`src/rtl/game_pkg.sv`:
```
// Shared game definitions: difficulty codes, selection FSM encoding and the
// difficulty stepping helper. Used by difficulty_select, the display and game control.
package game_pkg;

  localparam int unsigned DIFF_W = 2;

  localparam logic [DIFF_W-1:0] DIFF_EASY = 2'b00;
  localparam logic [DIFF_W-1:0] DIFF_HARD = 2'b01;
  localparam logic [DIFF_W-1:0] DIFF_HELL = 2'b10;

  typedef enum logic {
    ST_SELECT = 1'b0,
    ST_LOCKED = 1'b1
  } state_t;

  // Cyclic step through EASY -> HARD -> HELL; up=0 steps backwards.
  // The unused code 11 recovers to a legal value in either direction.
  function automatic logic [DIFF_W-1:0] diff_step(input logic [DIFF_W-1:0] d,
                                                   input logic             up);
    logic [DIFF_W-1:0] r;
    r = DIFF_EASY;
    if (up) begin
      case (d)
        DIFF_EASY: r = DIFF_HARD;
        DIFF_HARD: r = DIFF_HELL;
        default:   r = DIFF_EASY;
      endcase
    end else begin
      case (d)
        DIFF_EASY: r = DIFF_HELL;
        DIFF_HARD: r = DIFF_EASY;
        default:   r = DIFF_HARD;
      endcase
    end
    return r;
  endfunction

endpackage

```
`src/rtl/key_debounce.sv`:
```
// Per-key conditioning: 2-FF synchroniser, stability-counting debouncer and a
// registered one-cycle press detector (filtered 1->0 only).
// Ports:
//   clk, rst_n : clock, synchronous active-low reset
//   key_n      : raw asynchronous active-low button
//   press      : one-cycle pulse, the cycle after the filtered level falls
module key_debounce #(
  parameter int unsigned DEBOUNCE_CYCLES = 500000,
  parameter int unsigned CNT_W           = 20
) (
  input  logic clk,
  input  logic rst_n,
  input  logic key_n,
  output logic press
);

  localparam logic [CNT_W-1:0] CNT_LAST = CNT_W'(DEBOUNCE_CYCLES - 1);

  logic             sync1;
  logic             sync2;
  logic             filt;
  logic             filt_d;
  logic [CNT_W-1:0] cnt;

  // Synchroniser; idles released (1).
  always_ff @(posedge clk) begin
    if (!rst_n) begin
      sync1 <= 1'b1;
      sync2 <= 1'b1;
    end else begin
      sync1 <= key_n;
      sync2 <= sync1;
    end
  end

  // Debouncer: accept a new level only after DEBOUNCE_CYCLES differing samples.
  always_ff @(posedge clk) begin
    if (!rst_n) begin
      filt <= 1'b1;
      cnt  <= '0;
    end else if (sync2 == filt) begin
      cnt <= '0;
    end else if (cnt == CNT_LAST) begin
      filt <= sync2;
      cnt  <= '0;
    end else begin
      cnt <= cnt + CNT_W'(1);
    end
  end

  // Press detector, registered.
  always_ff @(posedge clk) begin
    if (!rst_n) begin
      filt_d <= 1'b1;
      press  <= 1'b0;
    end else begin
      filt_d <= filt;
      press  <= filt_d & ~filt;
    end
  end

endmodule

```
`src/rtl/difficulty_select.sv`:
```
// Difficulty selection control: debounces up/down/confirm buttons, steps the
// difficulty code with wrap-around and locks it on confirm with a start pulse.
// Ports:
//   clk, rst_n                      : clock, synchronous active-low reset
//   key_up_n, key_down_n,
//   key_confirm_n                   : raw active-low buttons
//   game_over                       : one-cycle pulse, unlocks selection
//   difficulty                      : 00 EASY, 01 HARD, 10 HELL
//   locked                          : selection frozen
//   start_pulse                     : one cycle, first cycle of locked
module difficulty_select
  import game_pkg::*;
#(
  parameter int unsigned DEBOUNCE_CYCLES = 500000,
  parameter int unsigned CNT_W           = 20
) (
  input  logic              clk,
  input  logic              rst_n,
  input  logic              key_up_n,
  input  logic              key_down_n,
  input  logic              key_confirm_n,
  input  logic              game_over,
  output logic [DIFF_W-1:0] difficulty,
  output logic              locked,
  output logic              start_pulse
);

  logic up_p;
  logic dn_p;
  logic cf_p;

  key_debounce #(.DEBOUNCE_CYCLES(DEBOUNCE_CYCLES), .CNT_W(CNT_W)) u_key_up (
    .clk   (clk),
    .rst_n (rst_n),
    .key_n (key_up_n),
    .press (up_p)
  );

  key_debounce #(.DEBOUNCE_CYCLES(DEBOUNCE_CYCLES), .CNT_W(CNT_W)) u_key_down (
    .clk   (clk),
    .rst_n (rst_n),
    .key_n (key_down_n),
    .press (dn_p)
  );

  key_debounce #(.DEBOUNCE_CYCLES(DEBOUNCE_CYCLES), .CNT_W(CNT_W)) u_key_confirm (
    .clk   (clk),
    .rst_n (rst_n),
    .key_n (key_confirm_n),
    .press (cf_p)
  );

  state_t            state_q;
  state_t            state_d;
  logic [DIFF_W-1:0] diff_d;
  logic              start_d;

  // State and output registers.
  always_ff @(posedge clk) begin
    if (!rst_n) begin
      state_q     <= ST_SELECT;
      difficulty  <= DIFF_EASY;
      locked      <= 1'b0;
      start_pulse <= 1'b0;
    end else begin
      state_q     <= state_d;
      difficulty  <= diff_d;
      locked      <= (state_d == ST_LOCKED);
      start_pulse <= start_d;
    end
  end

  // Next state: confirm beats up/down; simultaneous up+down cancel.
  always_comb begin
    state_d = state_q;
    diff_d  = difficulty;
    start_d = 1'b0;
    case (state_q)
      ST_SELECT: begin
        if (cf_p) begin
          state_d = ST_LOCKED;
          start_d = 1'b1;
        end else if (up_p && !dn_p) begin
          diff_d = diff_step(difficulty, 1'b1);
        end else if (dn_p && !up_p) begin
          diff_d = diff_step(difficulty, 1'b0);
        end
      end
      ST_LOCKED: begin
        if (game_over) begin
          state_d = ST_SELECT;
        end
      end
      default: state_d = ST_SELECT;
    endcase
  end

endmodule

```
`config.mk`:
```
export PLATFORM = sky130hd
export DESIGN_NAME = difficulty_select
export DESIGN_NICKNAME = d
export VERILOG_FILES = /design/src/rtl/game_pkg.sv /design/src/rtl/key_debounce.sv /design/src/rtl/difficulty_select.sv
export SDC_FILE = /design/constraint.sdc
export NUM_CORES = 1
export LEC_CHECK = 0
export ABC_AREA = 0
export CORE_MARGIN = 4
export CORE_UTILIZATION = 30
export CTS_CLUSTER_SIZE = 20
export DETAILED_ROUTE_END_ITERATION = 7
export PLACE_DENSITY_LB_ADDON = 0.15
export SETUP_SLACK_MARGIN = 0.3
export SYNTH_ARGS = -nofsm -noshare
export SYNTH_HDL_FRONTEND = slang
export SYNTH_SLANG_ARGS = --single-unit
```
`constraint.sdc`:
```
create_clock -name clk -period 2.1 [get_ports clk]
set_input_delay 0.42 -clock clk [delete_from_list [all_inputs] [get_ports clk]]
set_output_delay 0.42 -clock clk [all_outputs]
set_load 0.02 [all_outputs]
```
==> flow_summary.rst <==
.. list-table::
   :header-rows: 1

   * - Metric
     - Value
   * - Met2 Use GR
     - 0.176
   * - Most utilized layer in the global route result
     - met2
   * - Remaining routing DRC violations
     - 0
   * - Global-route usage over all layers
     - 0.111
   * - Crit-path slowest cell
     - or4_1
   * - Clock root cell
     - clkbuf_16
   * - Setup slack after layout
     - 0.348 ns
   * - Ys flop type
     - dfxtp_1
   * - List of cells traversed by the critical path
     - ha_4, nand3_2, or4_1, or3_1, a31oi_1
   * - Warning count from the yosys run
     - 0
   * - Fraction of final layout cells with drive strength greater than 1
     - 0.149
   * - Number of global-route vias before repair
     - 2627
   * - Level count of the clock H-tree
     - 3
   * - Die outline area
     - 0.0132 mm²
   * - Pre-CTS worst setup slack
     - 0.249 ns
   * - Result of the run
     - finished clean
   * - Core box area
     - 0.0110 mm²
   * - Synthesized flop and latch total
     - 79
   * - Post-synthesis instance area
     - 0.00343 mm²
   * - Combinational family with the most area after synthesis
     - simple AND/OR/NAND/NOR gates
   * - Standard-cell rows
     - 38
   * - Largest fanout of any net on the critical path
     - 4
   * - Post-route ant nets
     - 0
   * - Number of top-level pins
     - 10
   * - Endpoint kind of the worst setup timing path
     - flop
   * - Avg Cell Area, Syn
     - 9.04 µm²
   * - Drt initial violations
     - 156
   * - Router iterations before antenna repair
     - 4
   * - Half-perimeter wire length after detailed placement
     - 4.62 mm
   * - Clock latency at the later pin of the worst-skew pair
     - 0.33 ns
   * - Filler instances
     - 1132
   * - TritonCTS clock tree
     - built
   * - Delay of the slowest cell on the worst path
     - 0.55 ns
   * - Share of async-settable or async-resettable flops after synthesis
     - 0
   * - Met3 capacity usage during global routing
     - 0.0368
   * - Pwr Density
     - 748 mW/mm²
   * - Peak supply drop
     - 499 µV
   * - Top cell type's share of synthesized area
     - 0.462
   * - RSZ-0062 raised after global routing
     - true
   * - Post-CTS clock slew at the launch and capture registers of the worst setup and hold paths
     - 0.06 ns
   * - Count of final hold-check violations
     - 0
   * - Diode insertion count for antenna repair
     - 0
   * - Number of antenna violations at the first check in global routing
     - 0
   * - Dominant delay contributor by cell family on the critical path
     - simple AND/OR/NAND/NOR gates
   * - Class of the tightest hold or removal check
     - reg2reg
   * - Clock skew
     - 0.00756 ns
   * - Worst slew pin tran
     - 0.360 ns
   * - Dominant cell type by area after synthesis
     - dfxtp_1
   * - Synthesized-area fraction occupied by adder cells
     - 0.0146
   * - Post-detailed-route wirelength per cell
     - 12.2 µm
   * - Number of buffers and inverters on the critical path
     - 0
   * - Portion of netlist area occupied by mux cells
     - 0.0124
   * - Met1 GRT Util
     - 0.139
   * - Number of synthesized flops with an enable pin
     - 0
   * - Number of maximum-capacitance constraint violations
     - 0
   * - Final worst-path cycle share
     - 0.834
   * - Crit path launch type
     - flop
   * - Share of synthesized area occupied by flip-flops and latches
     - 0.462
   * - Wire length of the first global-routing pass
     - 11.9 mm
   * - Overall power consumption
     - 3.09 mW
   * - Worst EP required
     - 2.36 ns
   * - Area taken by flip-flops and latches
     - 0.00160 mm²
   * - Most frequent cells after synthesis
     - 79 x dfxtp_1, 57 x nor2_1, 26 x xnor2_1
   * - Post-Synthesis Cells
     - 379
   * - Average vias per placed instance
     - 4.79
   * - Placer congestion estimate
     - 0.763
   * - Post-synthesis xor/xnor area fraction
     - 0.118
   * - Port Buffer Count
     - 9
   * - Synthesis-to-layout area growth
     - 20.4%
   * - Final setup TNS
     - 0 ns
   * - Height of the chip
     - 115 µm
   * - Clock buffer count from CTS
     - 9
   * - Clock period minus worst slack
     - 1.75 ns
   * - Top-count cell post-synth
     - dfxtp_1
   * - Total setup violations reported at the end of the flow
     - 0
   * - Die Span X
     - 115 µm
   * - Simple-gate share of the synthesized area
     - 0.312
   * - Top cells by area in the synthesized netlist
     - dfxtp_1 46%, xnor2_1 6.6%, nor2_1 6.2%
   * - CTS sink cnt
     - 79
   * - Headroom to the max-slew limit
     - 0.758
   * - Synthesized netlist net count
     - 389
   * - Total Routed Length
     - 6.68 mm
   * - Nets
     - 414
   * - Critical Setup Path Class
     - reg2reg
   * - Starting density of the core
     - 0.311
   * - Leak
     - 1.34 nW
   * - Area taken by multi-input logic gates
     - 0.00179 mm²
   * - Arrival time reported for the critical path endpoint
     - 2.01 ns
   * - Pin count of the biggest net entering global routing
     - 20
   * - Number of max-slew violations in the final report
     - 0
   * - Grt total ovfl
     - 0
   * - Maximum buffer depth of the clock tree
     - 2
   * - Synth Area in Compound Gates
     - 0.0519
   * - Distinct cells, synth
     - 43
   * - Vias after detailed routing
     - 2627
   * - Fmax
     - 571 MHz
flip-flops by register name, summed over array words and instances (netlist names), 2 cells and up:
signal,cells
u_key_confirm.cnt,20
difficulty,2
u_key_up.cnt,20
u_key_down.cnt,20
layout by cell type, fill, tap and decap left out, types with 5 or more instances in the layout:
cell type        netlist  layout
a21oi_1               12      12
and2_1                 5       5
and4_1                 7       7
buf_4                  0      17
clkbuf_16              0       9
clkdlybuf4s50_1        0       6
dfxtp_1               79      68
dfxtp_2                0      11
inv_1                 12      12
nand2_1               19      19
nand2b_1              11      11
nand3_1               23      22
nand4_1               19      19
nor2_1                57      57
nor3_1                11      11
nor4_1                11      10
or3_1                  5       5
or4_1                  7       7
xnor2_1               26      26
xor2_1                20      20
path summary, 6_finish.rpt:
| path | slack, ns | depth (start not counted) | to | startpoint |
|---|---|---|---|---|
| setup reg to reg | 0.35 | 5 | u_key_down.cnt[18]$_SDFF_PP0_ | u_key_down.cnt[0]$_SDFF_PP0_ |
| hold reg to reg | 0.41 | 2 | u_key_up.press$_SDFF_PN0_ | u_key_up.filt_d$_SDFF_PN1_ |
| setup / recovery | 0.35 | 5 | u_key_down.cnt[18]$_SDFF_PP0_ | u_key_down.cnt[0]$_SDFF_PP0_ |
| hold / removal | 0.41 | 2 | u_key_up.press$_SDFF_PN0_ | u_key_up.filt_d$_SDFF_PN1_ |
metal layers:
metal,up-vias,share of wire
met5,-,0
met4,0,0.016
met3,10,0.035
met2,25,0.44
met1,1209,0.51
li1,1383,-
cells by family (layout without fill, tap and decap cells):
logic type                 after synthesis  count (layout)
xor gates and xnor gates                46              46
muxes                                    4               4
and+or+nand+nor                        194             194
adders and majority gates                4               4
DFF                                     79              79
buffers and inverters                   24              54
AOI/OAI and AO/OA                       28              28
worst reg2reg max path, cell delays in order (launching register included):
cell     delay [ns]
dfxtp_2        0.38
ha_4           0.16
nand3_2        0.08
or4_1          0.55
or3_1          0.35
a31oi_1        0.16
metrics by stage:
step | util | hold WS, ns | cells | cell area [µm²]
CTS | 0.367 | 0.412 | 545 | 4050
global placement | 0.339 | 0.396 | 529 | 3740
detailed placement | 0.339 | 0.401 | 529 | 3740
global route | 0.374 | 0.424 | 549 | 4120
finish | 0.374 | 0.409 | 549 | 4120
floorplan | - | 0.386 | 379 | 3430
cell type report:
type | instances | share of cell area
well taps | 140 | 0.0425
clock inverters | 7 | 0.0173
multi-input cells | 276 | 0.434
flip-flops and latches | 79 | 0.387
inverters | 12 | 0.0109
clock buffers | 9 | 0.0546
repair buffers | 26 | 0.0537
power breakdown:
| part | switching [mW] | internal [mW] | total [mW] | leakage [nW] |
|---|---|---|---|---|
| combinational | 0.0199 | 0.0208 | 0.0407 | 0.557 |
| clock | 0.617 | 0.919 | 1.54 | 0.138 |
| sequential | 0.00425 | 1.51 | 1.51 | 0.644 |
| total | 0.641 | 2.45 | 3.09 | 1.34 |
timing repair:
action | in CTS | in global routing
hold buffers | 0 | 0
endpoints found under the hold margin | 0 | 0
pin swaps | 0 | 3
resized for setup | 5 | 15
setup endpoints to repair | 4 | 26
setup buffers | 0 | 4
No activity file was read; power rests on OpenSTA's default activity.
